### src/rtl/hold_ctrl_pkg.sv
// Shared definitions for the pipeline hold/flush controller.
// Hold codes, HoldFlagBus width and controller state encoding.
package hold_ctrl_pkg;

    localparam int HOLD_W = 3;

    typedef logic [HOLD_W-1:0] hold_t;

    localparam hold_t HOLD_NONE       = 3'b000;
    localparam hold_t HOLD_FLUSH_IFID = 3'b001;
    localparam hold_t HOLD_FLUSH_IDEX = 3'b010;
    localparam hold_t HOLD_FLUSH_IFEX = 3'b011;
    localparam hold_t HOLD_FLUSH_ALL  = 3'b100;
    localparam hold_t HOLD_STALL_FE   = 3'b101;
    localparam hold_t HOLD_STALL_ALL  = 3'b110;

    typedef enum logic [2:0] {
        S_IDLE,
        S_MEM_WAIT,
        S_JFLUSH,
        S_TRAP_DRAIN,
        S_TRAP_FLUSH
    } state_t;

endpackage

### src/rtl/hold_sat_counter.sv
// Saturating up-counter with synchronous clear.
// Clear wins over increment; holds at all-ones once reached.
module hold_sat_counter #(
    parameter int W = 8
) (
    input  logic         clk,
    input  logic         clr_i,
    input  logic         inc_i,
    output logic [W-1:0] cnt_o
);

    logic [W-1:0] cnt_q;

    // Count up on inc, stick at all-ones, clear synchronously.
    always_ff @(posedge clk) begin
        if (clr_i) begin
            cnt_q <= '0;
        end else if (inc_i && (cnt_q != {W{1'b1}})) begin
            cnt_q <= cnt_q + 1'b1;
        end
    end

    assign cnt_o = cnt_q;

endmodule

### src/rtl/hold_ctrl.sv
// Central pipeline hold/flush controller driving the HoldFlagBus.
// Arbitrates trap, memory-wait, jump and load-use requests.
module hold_ctrl
    import hold_ctrl_pkg::*;
#(
    parameter int FLUSH_CYCLES = 1,
    parameter int TIMEOUT      = 64,
    parameter int CNT_W        = 32
) (
    input  logic             clk,
    input  logic             rst,
    input  logic             load_use_i,
    input  logic             jump_en_i,
    input  logic [31:0]      jump_addr_i,
    input  logic             mem_busy_i,
    input  logic             trap_req_i,
    input  logic [31:0]      trap_addr_i,
    output logic [2:0]       hold_flag_o,
    output logic             redirect_en_o,
    output logic [31:0]      redirect_addr_o,
    output logic             bus_err_o,
    output logic [CNT_W-1:0] stall_cnt_o
);

    state_t      state_q, state_d;
    logic [2:0]  jcnt_q, jcnt_d;
    logic [31:0] taddr_q, taddr_d;
    logic        redir_q, redir_d;
    logic [31:0] raddr_q, raddr_d;
    logic        berr_q, berr_d;
    hold_t       hold;
    logic        idle_eval;
    logic        in_wait_d;
    logic [7:0]  wcnt;

    // Mealy next-state and hold-code selection.
    always_comb begin
        state_d   = state_q;
        jcnt_d    = jcnt_q;
        taddr_d   = taddr_q;
        redir_d   = 1'b0;
        raddr_d   = raddr_q;
        berr_d    = 1'b0;
        hold      = HOLD_NONE;
        idle_eval = 1'b0;
        case (state_q)
            S_IDLE: idle_eval = 1'b1;
            S_MEM_WAIT: begin
                if (!mem_busy_i) begin
                    idle_eval = 1'b1;
                end else if (wcnt >= 8'(TIMEOUT)) begin
                    hold    = HOLD_FLUSH_ALL;
                    berr_d  = 1'b1;
                    state_d = S_IDLE;
                end else if (trap_req_i) begin
                    hold    = HOLD_STALL_ALL;
                    taddr_d = trap_addr_i;
                    state_d = S_TRAP_DRAIN;
                end else begin
                    hold = HOLD_STALL_ALL;
                end
            end
            S_JFLUSH: begin
                if (trap_req_i) begin
                    idle_eval = 1'b1;
                end else begin
                    hold   = HOLD_FLUSH_IFID;
                    jcnt_d = jcnt_q - 3'd1;
                    if (jcnt_q <= 3'd1) state_d = S_IDLE;
                end
            end
            S_TRAP_DRAIN: begin
                // Stay stalled on the release cycle; the flush follows.
                hold = HOLD_STALL_ALL;
                if (mem_busy_i && (wcnt >= 8'(TIMEOUT))) begin
                    hold    = HOLD_FLUSH_ALL;
                    berr_d  = 1'b1;
                    state_d = S_IDLE;
                end else if (!mem_busy_i) begin
                    state_d = S_TRAP_FLUSH;
                end
            end
            S_TRAP_FLUSH: begin
                hold    = HOLD_FLUSH_ALL;
                redir_d = 1'b1;
                raddr_d = taddr_q;
                state_d = S_IDLE;
            end
            default: state_d = S_IDLE;
        endcase
        if (idle_eval) begin
            state_d = S_IDLE;
            if (trap_req_i) begin
                taddr_d = trap_addr_i;
                if (mem_busy_i) begin
                    hold    = HOLD_STALL_ALL;
                    state_d = S_TRAP_DRAIN;
                end else begin
                    hold    = HOLD_FLUSH_ALL;
                    state_d = S_TRAP_FLUSH;
                end
            end else if (mem_busy_i) begin
                hold    = HOLD_STALL_ALL;
                state_d = S_MEM_WAIT;
            end else if (jump_en_i) begin
                hold    = HOLD_FLUSH_IFEX;
                redir_d = 1'b1;
                raddr_d = jump_addr_i;
                if (FLUSH_CYCLES > 1) begin
                    state_d = S_JFLUSH;
                    jcnt_d  = 3'(FLUSH_CYCLES - 1);
                end
            end else if (load_use_i) begin
                hold = HOLD_STALL_FE;
            end
        end
    end

    // State and registered strobes.
    always_ff @(posedge clk) begin
        if (rst) begin
            state_q <= S_IDLE;
            jcnt_q  <= '0;
            taddr_q <= '0;
            redir_q <= 1'b0;
            raddr_q <= '0;
            berr_q  <= 1'b0;
        end else begin
            state_q <= state_d;
            jcnt_q  <= jcnt_d;
            taddr_q <= taddr_d;
            redir_q <= redir_d;
            raddr_q <= raddr_d;
            berr_q  <= berr_d;
        end
    end

    assign in_wait_d = (state_d == S_MEM_WAIT) || (state_d == S_TRAP_DRAIN);

    hold_sat_counter #(.W(8)) u_wait_cnt (
        .clk   (clk),
        .clr_i (rst || !in_wait_d),
        .inc_i (in_wait_d),
        .cnt_o (wcnt)
    );

    hold_sat_counter #(.W(CNT_W)) u_stall_cnt (
        .clk   (clk),
        .clr_i (rst),
        .inc_i (hold != HOLD_NONE),
        .cnt_o (stall_cnt_o)
    );

    assign hold_flag_o     = rst ? HOLD_FLUSH_ALL : hold;
    assign redirect_en_o   = redir_q && !rst;
    assign redirect_addr_o = rst ? 32'h0 : raddr_q;
    assign bus_err_o       = berr_q && !rst;

endmodule
### config.mk
export PLATFORM = sky130hd
export DESIGN_NAME = hold_ctrl
export DESIGN_NICKNAME = d
export VERILOG_FILES = /design/src/rtl/hold_ctrl_pkg.sv /design/src/rtl/hold_sat_counter.sv /design/src/rtl/hold_ctrl.sv
export SDC_FILE = /design/constraint.sdc
export NUM_CORES = 1
export LEC_CHECK = 0
export ABC_AREA = 1
export ABC_CLOCK_PERIOD_IN_PS = 4620
export CORE_MARGIN = 1.5
export CORE_UTILIZATION = 54
export CTS_CLUSTER_SIZE = 20
export DETAILED_ROUTE_END_ITERATION = 16
export PLACE_DENSITY = 0.94
export SYNTH_ARGS = -nofsm -noshare
export SYNTH_HDL_FRONTEND = slang
export SYNTH_SLANG_ARGS = --single-unit
### constraint.sdc
create_clock -name clk -period 4.62 [get_ports clk]
set_input_delay 0.693 -clock clk [delete_from_list [all_inputs] [get_ports clk]]
set_output_delay 0.693 -clock clk [all_outputs]
set_load 0.005 [all_outputs]
==> results_dict.tcl <==
set metrics [dict create \
    layout_setup_ws_ps 874 \
    p_leak_nw 2.64 \
    critPathMostFrequentCell "clkdlybuf4s50_1" \
    finalInstanceArea_um2 7330 \
    setup_viol 0 \
    netlist.area_leader.share_pct 39.1 \
    wl_mm 15.2 \
    holdWs_ps 472 \
    final.setup.tns_ps 0 \
    cts_setup_buffers 0 \
    ys_top_cells_by_area "dfxtp_1 (39%), nand2_1 (15%), nor2_1 (13%)" \
    syn-num-nets 941 \
    coreArea_um2 10300 \
    cts_buffers 9 \
    initial_utilization_pct 55.5 \
    hold_buffers 0 \
    syn2layout_area_growth_pct 27.8 \
    drive_gt1_share_pct 3.78 \
    switching_share_pct 30.5 \
    antenna_cells 0 \
    yosysMostFrequentCell "nand2_1" \
    antenna_found_initial 1 \
    cap_violations 0 \
    clkTransAtPathRegs_ps 110 \
    vias 5980 \
    viasPerCell 5.36 \
    place.gp.congestion 0.922 \
    num_rows 37 \
    fmax_ghz 0.267 \
    multi_input_area_um2 3040 \
    power.total_mw 2.12 \
    finClkSkew_ps 17.9 \
    path_cells "clkdlybuf4s50_1, inv_1, nand3_1, nand2_2, nand2_1, nor2_1, nor4_1, clkdlybuf4s50_1" \
    die_height_um 106 \
    p_sw_uw 646 \
    dp_slack_ps 1070 \
    synth_top_area_cell "dfxtp_1" \
    endpoint_kind "output pin" \
    slew_violations 0 \
    fin_crit_sh_pct 81.1 \
    grt_pass1_wl_mm 25.3 \
    fp.dieW_um 106 \
    io_buffers 138 \
    ir_worst_vdd_v 0.000186 \
    clockBufferDepth 2 \
    grt_overflow 0 \
    synth-edff-count 0 \
    grt_max_degree 85 \
    io_pins 139 \
    seqCellArea_um2 2240 \
    crit_required_ps 3930 \
    cp-start-kind "primary input" \
    p_int_mw 1.47 \
    relSlewSlack_pct 24.5 \
    rsz0062_at_grt "false" \
    grt_pass1_vias 5463 \
    hold_viol 0 \
    crit_type "in2out" \
    antenna_left 0 \
    ys_warn_count 0 \
    pwr-share-clk_pct 29.9 \
    placed_cell_area_um2 7110 \
    htreeDepth 3 \
    drtPass1Iterations 5 \
    hpwlAfterDp_mm 10.3 \
    nets 1049 \
    synthArstFlopShare_pct 0 \
    ys_seq_area_share_pct 39.1 \
    clkLatencyLatePin_ps 370 \
    synth_area_um2 5730 \
    tightest_slew_ps 1130 \
    cts_tree "done" \
    fin_crit_ps 3750 \
    ys_ff_latch 112 \
    wire_per_inst_um 13.6 \
    yosys-top-cells-count "nand2_1 (223), nor2_1 (193), dfxtp_1 (112), inv_1 (60)" \
    ctsResizeCount 0 \
    syn_inst 867 \
    holdCritPathClass "reg2reg" \
    fillers 864 \
    cellPowerDensity_nw_per_um2 289 \
    die_area_um2 11200 \
    arrival_ps 3050 \
    power_frac_seq_pct 50.9 \
    clock-sinks 112 \
    drt-initial-drc-count 502 \
    synth_flop_cell "dfxtp_1" \
    cts_root_buffer "clkbuf_8" \
    drcViolationCount 0 \
    slowest_stage "clkdlybuf4s50_1" \
    rrSetupSlack_ps 1640 \
    synth_cell_type_count 31 \
    crit_fanout 9 \
    max_stage_delay_ps 670 \
    power_frac_comb_pct 19.2 \
    grt_usage_pct 27.2 \
    syn_area_per_cell_um2 6.61 \
    outcome "finished clean" \
]
[critical path: cells and delay by family]
kind,cells,cell delay (ps)
buf+inv,3,1430
simple gates,5,920
[power groups by stage]
stage	sequential, mW	combinational (mW)	clock (mW)
3_5_place_dp	1.10	0.403	0
4_1_cts	1.08	0.406	0.649
3_3_place_gp	1.10	0.392	0
2_1_floorplan	1.09	0.268	0
5_1_grt	1.09	0.453	0.696
6_report	1.08	0.406	0.634
[per-layer routing]
metal	global-route usage, %	share of wire, %	vias to the layer above
li1	-	-	3007
met1	34.6	43	2685
met2	45.9	47	243
met3	4.23	7.0	45
met4	11.5	3.0	0
met5	0	0	-
[cells by family after synthesis]
| family | count (synthesis) | synth area share, % |
|---|---|---|
| adder cells (fa/ha/maj) | 4 | 0.873 |
| buffers and inverters | 109 | 7.92 |
| flip-flops | 112 | 39.1 |
| AND/OR/NAND/NOR | 502 | 36.3 |
| XOR/XNOR | 20 | 3.05 |
| AO/OA/AOI/OAI | 120 | 12.8 |
[stage by stage]
step           std cells  utilization (%)
3_5_place_dp        1100             68.8
6_report            1116             71.0
4_1_cts             1116             71.0
3_3_place_gp        1100             68.8
5_1_grt             1116             71.0
2_1_floorplan        867                -
[worst paths after layout]
kind / cells after the start / end / startpoint
setup / recovery: 8 / hold_flag_o[1] / mem_busy_i
hold / removal: 2 / jcnt_q[2] / jcnt_q[2]
setup reg to reg: 9 / u_stall_cnt.cnt_o[15] / u_stall_cnt.cnt_o[0]
hold reg to reg: 2 / jcnt_q[2] / jcnt_q[2]
[cell usage in the layout (no fill, tap or decap)]
master           Yosys  layout
nand2_1            223     223
nand2_4              2       2
inv_6                0       1
nor2_2               1       1
nand3_1             48      48
nand3_2              2       2
o21ai_1             17      17
nand4_1              6       6
a31oi_1              1       1
o221ai_1             1       1
ha_1                 4       4
a21oi_1             48      48
o21ai_2              1       1
buf_4                9       5
a311oi_1            32      32
o31ai_1              1       1
clkinv_4             0       1
nor2_4               2       2
o21ai_0             19      19
bufinv_16            0       1
xnor2_1              6       6
clkinv_8             0       1
nand3b_1            14      14
clkdlybuf4s50_1      0     137
inv_8                0       3
inv_1               60      60
nor4_1               1       1
dfxtp_1            112     112
clkbuf_8             0       9
nor2_1             193     193
nand2_2              2       2
nor3_1               6       6
inv_2                4       4
or2_2                1       1
xor2_1              14      14
nor3_4               0       1
[sequential cells by signal, summed over array words and instances, names as in the netlist]
register	flops
berr_q	1
jcnt_q	3
state_q	3
u_stall_cnt.cnt_o	32
raddr_q	32
redir_q	1
taddr_q	32
u_wait_cnt.cnt_o	8
[area by class of cell]
| cell class | count | area share (%) |
|---|---|---|
| Multi-Input combinational cell | 646 | 41.5 |
| Sequential cell | 112 | 30.6 |
| Timing Repair Buffer | 142 | 19.2 |
| Inverter | 64 | 3.28 |
| Tap cell | 136 | 2.32 |
| Clock buffer | 9 | 1.69 |
| Clock inverter | 7 | 1.33 |
Note: power is estimated with default switching activity, not from simulation.
